File: src/rtl/mem_port_arbiter_pkg.sv
// mem_port_arbiter_pkg: shared FSM encoding and counter widths for the IF/DM memory port arbiter
package mem_port_arbiter_pkg;
  localparam int ARB_STARVE_W = 4;
  typedef enum logic [1:0] {
    ARB_IDLE     = 2'd0,
    ARB_GRANT_IF = 2'd1,
    ARB_GRANT_DM = 2'd2,
    ARB_HALTED   = 2'd3
  } arb_state_e;
endpackage

File: src/rtl/mem_port_arbiter.sv
// mem_port_arbiter: shares one memory port between fetch and data path; optional stall counter under MEM_ARB_PERF_EN
module mem_port_arbiter
  import mem_port_arbiter_pkg::*;
#(
  parameter int ADDR_W       = 32,
  parameter int DATA_W       = 32,
  parameter int STARVE_LIMIT = 4
) (
  input  logic              clk,
  input  logic              rst_b,
  input  logic              if_req,
  input  logic [ADDR_W-1:0] if_addr,
  output logic [DATA_W-1:0] if_rdata,
  output logic              if_ack,
  input  logic              dm_req,
  input  logic              dm_we,
  input  logic [ADDR_W-1:0] dm_addr,
  input  logic [DATA_W-1:0] dm_wdata,
  output logic [DATA_W-1:0] dm_rdata,
  output logic              dm_ack,
  output logic              mem_req,
  output logic              mem_we,
  output logic [ADDR_W-1:0] mem_addr,
  output logic [DATA_W-1:0] mem_wdata,
  input  logic [DATA_W-1:0] mem_rdata,
  input  logic              mem_ready,
  input  logic              halt,
  output logic              stall_b,
  output logic              halted
`ifdef MEM_ARB_PERF_EN
  ,
  output logic [31:0]       stall_cycles
`endif
);
  localparam logic [ARB_STARVE_W-1:0] LIMIT = ARB_STARVE_W'(STARVE_LIMIT);
  arb_state_e              state_q, state_d;
  logic [ARB_STARVE_W-1:0] starve_q, starve_d;
  logic                    mem_req_q, mem_req_d;
  logic                    mem_we_q, mem_we_d;
  logic [ADDR_W-1:0]       mem_addr_q, mem_addr_d;
  logic [DATA_W-1:0]       mem_wdata_q, mem_wdata_d;
  logic                    pick_dm;
  assign pick_dm   = dm_req && !(if_req && starve_q == LIMIT);
  assign if_ack    = state_q == ARB_GRANT_IF && mem_ready;
  assign dm_ack    = state_q == ARB_GRANT_DM && mem_ready;
  assign if_rdata  = mem_rdata;
  assign dm_rdata  = mem_rdata;
  assign mem_req   = mem_req_q;
  assign mem_we    = mem_we_q;
  assign mem_addr  = mem_addr_q;
  assign mem_wdata = mem_wdata_q;
  assign halted    = state_q == ARB_HALTED;
  assign stall_b   = !((if_req && !if_ack) || (dm_req && !dm_ack));
  // arbitration in IDLE, hold the registered access until mem_ready, then IDLE or HALTED
  always_comb begin
    state_d     = state_q;
    starve_d    = starve_q;
    mem_req_d   = mem_req_q;
    mem_we_d    = mem_we_q;
    mem_addr_d  = mem_addr_q;
    mem_wdata_d = mem_wdata_q;
    case (state_q)
      ARB_IDLE:
        if (halt) state_d = ARB_HALTED;
        else if (pick_dm) begin
          state_d     = ARB_GRANT_DM;
          mem_req_d   = 1'b1;
          mem_we_d    = dm_we;
          mem_addr_d  = dm_addr;
          mem_wdata_d = dm_wdata;
          starve_d    = if_req ? (starve_q == LIMIT ? starve_q : starve_q + 1'b1) : '0;
        end else if (if_req) begin
          state_d    = ARB_GRANT_IF;
          mem_req_d  = 1'b1;
          mem_we_d   = 1'b0;
          mem_addr_d = if_addr;
          starve_d   = '0;
        end
      ARB_GRANT_IF, ARB_GRANT_DM:
        if (mem_ready) begin
          mem_req_d = 1'b0;
          state_d   = halt ? ARB_HALTED : ARB_IDLE;
        end
      default: mem_req_d = 1'b0;
    endcase
  end
  // state and memory-port registers; reset abandons any in-flight access
  always_ff @(posedge clk or negedge rst_b) begin
    if (!rst_b) begin
      state_q     <= ARB_IDLE;
      starve_q    <= '0;
      mem_req_q   <= 1'b0;
      mem_we_q    <= 1'b0;
      mem_addr_q  <= '0;
      mem_wdata_q <= '0;
    end else begin
      state_q     <= state_d;
      starve_q    <= starve_d;
      mem_req_q   <= mem_req_d;
      mem_we_q    <= mem_we_d;
      mem_addr_q  <= mem_addr_d;
      mem_wdata_q <= mem_wdata_d;
    end
  end
`ifdef MEM_ARB_PERF_EN
  logic [31:0] stall_cnt_q;
  assign stall_cycles = stall_cnt_q;
  // saturating count of stalled cycles, frozen once halted
  always_ff @(posedge clk or negedge rst_b) begin
    if (!rst_b) stall_cnt_q <= '0;
    else if (!stall_b && state_q != ARB_HALTED && stall_cnt_q != '1) stall_cnt_q <= stall_cnt_q + 1'b1;
  end
`endif
endmodule

File: config.mk
export PLATFORM = sky130hd
export DESIGN_NAME = mem_port_arbiter
export DESIGN_NICKNAME = d
export VERILOG_FILES = /design/src/rtl/mem_port_arbiter_pkg.sv /design/src/rtl/mem_port_arbiter.sv
export SDC_FILE = /design/constraint.sdc
export NUM_CORES = 1
export LEC_CHECK = 0
export CAP_MARGIN = 10
export CELL_PAD_IN_SITES_DETAIL_PLACEMENT = 1
export CELL_PAD_IN_SITES_GLOBAL_PLACEMENT = 2
export CORE_ASPECT_RATIO = 0.6
export CORE_UTILIZATION = 19
export CTS_CLUSTER_DIAMETER = 100
export DETAILED_ROUTE_END_ITERATION = 8
export PLACE_DENSITY = 0.81
export SLEW_MARGIN = 25
export SYNTH_ARGS = -nofsm -noshare
export SYNTH_HDL_FRONTEND = slang
export SYNTH_SLANG_ARGS = --single-unit
File: constraint.sdc
create_clock -name clk -period 1.99 [get_ports clk]
set_input_delay 0.398 -clock clk [delete_from_list [all_inputs] [get_ports clk]]
set_output_delay 0.398 -clock clk [all_outputs]
set_load 0.005 [all_outputs]
**Yosys cells after proc, flatten, opt, wreduce, memory -nomap -nowiden**

Cells that the tools add are included.

- Register bits after elaboration: 72
- Bits in latches: 0
- Memory bits (writable): 0
- Bits in read-only memories: 0
- Bits of input ports: 135
- Output and inout bits: 134
- Word-level logic and storage cells: 56
- Memories: 0

- $add $sub $neg: 1
- $mul: 0
- Div/mod/pow operators: 0
- $lt $le $gt $ge: 0
- Equal/unequal tests: 9
- Shifts and indexed selects: 0
- Mux-type cells: 19
- Bitwise logic cells: 1
- Reduce and logical (&&, ||, !) cells: 20

Operators with widths:

| kind | count |
|---|---|
| $mux W32 | 2 |
| $mux W4 | 4 |
| $reduce_and A3 Y1 | 4 |
| $mux W2 | 5 |
| $logic_and A1 B1 Y1 | 6 |
| $mux W1 | 6 |
| $ne A3 B3 Y1 const B | 2 |
| $add A4 B1 Y4 const B | 1 |
| $eq A2 B2 Y1 const B | 2 |
| $eq A4 B3 Y1 const B | 1 |
| $logic_not A1 Y1 | 4 |
| $ne A2 B2 Y1 const B | 2 |
| $ne A4 B4 Y1 const B | 1 |
| $pmux W2 S2 | 1 |
| $reduce_and A4 Y1 | 1 |
| $reduce_bool A2 Y1 | 2 |
| $eq A2 B1 Y1 const B | 1 |
| $logic_not A2 Y1 | 1 |
| $pmux W1 S2 | 1 |
| $reduce_or A2 Y1 | 1 |
| $logic_or A1 B1 Y1 | 1 |
| $not A1 Y1 | 1 |

**Logic depth before layout (Yosys ltp)**

- Word-level depth: 7
- Gate-level depth with buffers: 7
- Depth with buffers taken out: 5

**Worst setup path before layout**

OpenSTA, ideal clock, no wires.

- Path kind: register to register
- From: register state_q[0]
- To: register mem_wdata_q[12] (netlist: mem_wdata[12])
- Setup time: 128 ps
- Arrival: 1584 ps
- Data required time: 1862 ps
- Setup slack: 278 ps
- Stages on the path, launching flop included: 8
- Path buffers: 2
- Clock period less this slack: 1712 ps
- Cells stage by stage: dfrtp_1 inv_1 ha_1 nor2b_1 buf_4 nand3_4 buf_2 mux2_1

- Cells in the longest elaborated chain, start to end: 2

RTL lines:

| item | RTL line | text |
|---|---|---|
| from (decl) | mem_port_arbiter.sv:36 | `arb_state_e state_q, state_d;` |
| from (signal assigned) | mem_port_arbiter.sv:97 | `state_q <= state_d;` |
| $logic_not A2 Y1 | mem_port_arbiter.sv:62 | `case (state_q)` |
| $reduce_and A3 Y1 (no source line) | -- |  |
| to (signal assigned) | mem_port_arbiter.sv:102 | `mem_wdata_q <= mem_wdata_d;` |
| to (decl) | mem_port_arbiter.sv:41 | `logic [DATA_W-1:0] mem_wdata_q, mem_wdata_d;` |

No other way between the ends.
A chain may end at the register's enable or synchronous reset.

**Worst setup path in the final report**

- From: register state_q[0]
- To: output port halted

- Cells in the longest elaborated chain, start to end: 1

RTL lines:

| item | RTL line | text |
|---|---|---|
| $eq A2 B2 Y1 | mem_port_arbiter.sv:52 | `assign halted = state_q == ARB_HALTED;` |
| to (decl) | mem_port_arbiter.sv:29 | `output logic halted` |

No other way between the ends.

==> impl_metrics.tcl <==
set metrics [dict create \
    outcome "finished clean" \
    grt_pass1_wl_um 20190 \
    routedWlPerCell_um 16.73 \
    gp_congestion 0.7641 \
    cp_cell_sequence "buf_4, ha_1, clkdlybuf4s50_1" \
    hold_violations 0 \
    syn_to_final_growth_pct 53.75 \
    io_pins 269 \
    antenna_found_initial 0 \
    tritoncts "yes" \
    start_util_pct 19.76 \
    critPathKind "register to output pin" \
    ys_types 29 \
    synth_top_area_cell "dfrtp_1" \
    routed_wl_um 12750 \
    fin_worst_skew_ns 0.008196 \
    multi_input_area_um2 1408 \
    critPathMaxFanout 3 \
    maxCapViolCount 0 \
    grt_pass1_vias 3599 \
    grtUsageMet3_pct 5.038 \
    grt_most_used_layer "met2" \
    seq_area_um2 1802 \
    vias 3272 \
    synth_ff_type "dfrtp_1" \
    overflow 0 \
    clock.fmax_mhz 523.2 \
    grt_max_degree 43 \
    fin_crit_ns 1.911 \
    via_per_inst 4.294 \
    synth_nets 517 \
    syn_area_um2 3817 \
    cts-hold-fix-buffers 0 \
    fillCellCount 2171 \
    grtUsageMet1_pct 17.03 \
    synthTopCellsByArea "dfrtp_1, buf_4, mux2_1" \
    n_antenna_cell 0 \
    critical-path-top-delay-family "buffers and inverters" \
    root_buffer "clkbuf_16" \
    synthesis.instances 376 \
    synth_seq_cells 72 \
    insertion_delay_ns 0.33 \
    tns_ns 0 \
    yosysSeqAreaShare_pct 47.20 \
    dieHeight_um 111.8 \
    place.port_buffers 172 \
    yosys_warnings 0 \
    synth_top_area_share_pct 47.20 \
    post-route-util_pct 30.37 \
    avgSynthCellArea_um2 10.15 \
    endpoint_kind "output pin" \
    clockBufferDepth 2 \
    max-vdd-ir-drop_uv 409.1 \
    die_w_um 185.0 \
    cts_buffers 9 \
    clk_pin_slew_ns 0.07 \
    startpoint_type "register" \
    worst-path-buf-inv 2 \
    tightest_slew_ns 0.4673 \
    fin_crit_sh_pct 96.05 \
    first_pass_iters 4 \
    hp-class "input port to async pin" \
    p_leak_nw 2.354 \
    powerDensity_nw_per_um2 1283 \
    arrival_ns 1.51 \
    synth-edff-count 0 \
    final_max_slew_viol_count 0 \
    slew_headroom_pct 68.85 \
    final_nets 632 \
    cts-htree-levels 3 \
    dp_hpwl_um 9576 \
    drive_gt1_share_pct 11.09 \
    drtIter0Drc 95 \
    timing.final.setup_violations 0 \
    critPathSlowestCell "clkdlybuf4s50_1" \
    rows 39 \
    rsz0062_at_grt "no" \
    core_area_um2 19320 \
    drc_errors 0 \
    max_stage_delay_ns 0.45 \
    async_reset_ff_share_pct 100.0 \
    dieArea_um2 20680 \
    drtAntennaViolNets 0 \
    worstPathRequired_ns 1.59 \
    numClockSinks 72 \
    globalRouteMet2Util_pct 18.77 \
    grt_usage_pct 12.68 \
]
==> sequential cells by signal, indices dropped and copies added, names as in the netlist <==
| signal | flops |
|---|---|
| mem_addr | 32 |
| mem_wdata | 32 |
| starve_q | 4 |
| state_q | 2 |
| mem_req | 1 |
| mem_we | 1 |
==> metrics by stage <==
step	power, mW	hold WS, ns	cell area (µm²)	std cells	setup slack [ns]
after floorplan	3.781	0.1024	3817	376	0.2781
after global placement	5.723	0.3864	5550	745	-0.1435
after detailed placement	5.864	0.3913	5550	745	-0.1644
after CTS	7.669	0.02305	5873	762	0.01550
after global routing	8.047	0.04409	5869	762	0.01109
final	7.528	0.01025	5869	762	0.07856
==> final timing paths <==
kind / start / endpoint / slack [ns] / cells after the start
max: state_q[0] / halted / 0.08 / 3
min reg2reg: mem_wdata[15] / mem_wdata[15] / 0.49 / 1
min: rst_b / mem_wdata[18] / 0.01 / 1
max in group asynchronous: rst_b / mem_addr[4] / 1.38 / 2
min in group clk: mem_wdata[15] / mem_wdata[15] / 0.49 / 1
max reg2reg: state_q[1] / mem_wdata[7] / 0.26 / 6
==> layout by cell type, fill, tap and decap left out, types with 2 or more instances in the layout <==
master           count
inv_6                2
ha_1                 5
a31oi_1             34
dfrtp_1             72
nand3_1             35
dlygate4sd2_1        2
mux2_2               3
buf_12               8
nor2b_1              3
clkdlybuf4s50_1    167
inv_2                2
mux2_1              29
buf_4               17
clkbuf_16            9
a21oi_1             33
nand2b_1             2
mux2i_1              2
o21ai_0             37
nand2_1              4
a22oi_1              2
inv_1                5
o22ai_1              2
==> report_power, final <==
part	leakage, nW	switching, mW	internal (mW)
clock network	0.152	0.705	1.03
logic	1.34	1.27	1.97
registers	0.861	0.397	2.16
total	2.35	2.38	5.15
==> Yosys cell counts, types with 2 or more instances <==
cell type,count
nor2b_1,4
nand2b_1,2
a22oi_1,2
a21oi_1,33
nand3_1,35
mux2_1,29
buf_2,4
clkbuf_1,21
mux2_2,3
nor2_1,2
ha_1,6
inv_1,7
o21ai_0,37
a31oi_1,34
o22ai_1,2
buf_4,67
mux2i_1,2
nand2_1,4
dfrtp_1,72
==> kinds of logic (layout without fill, tap and decap cells) <==
group           Yosys count  in the layout  share of synthesized area [%]
mux                      34             34                          9.964
simple gates             53             53                          8.030
buf+inv                  99            219                          16.45
compound gates          112            112                          16.39
fa+ha+maj                 6              6                          1.967
flops                    72             72                          47.20
==> what timing repair did <==
item / in CTS / in global routing
gates resized for setup: 7 / 2
setup buffers: 1 / 0
endpoints found under the setup margin: 3 / 1
==> metal layers <==
layer  wire, µm  vias to the layer above
li1           -                     1509
met1       6026                     1606
met2       5495                      144
met3       1094                       13
met4        132                        0
met5          0                        -
==> cell type report <==
| type | count | area share, % |
|---|---|---|
| Timing Repair Buffer | 196 | 33.85 |
| Sequential cell | 72 | 30.70 |
| Multi-Input combinational cell | 205 | 23.98 |
| Tap cell | 266 | 5.670 |
| Clock buffer | 10 | 4.072 |
| Clock inverter | 6 | 1.279 |
| Inverter | 7 | 0.4477 |
No activity file was read; power rests on OpenSTA's default activity.
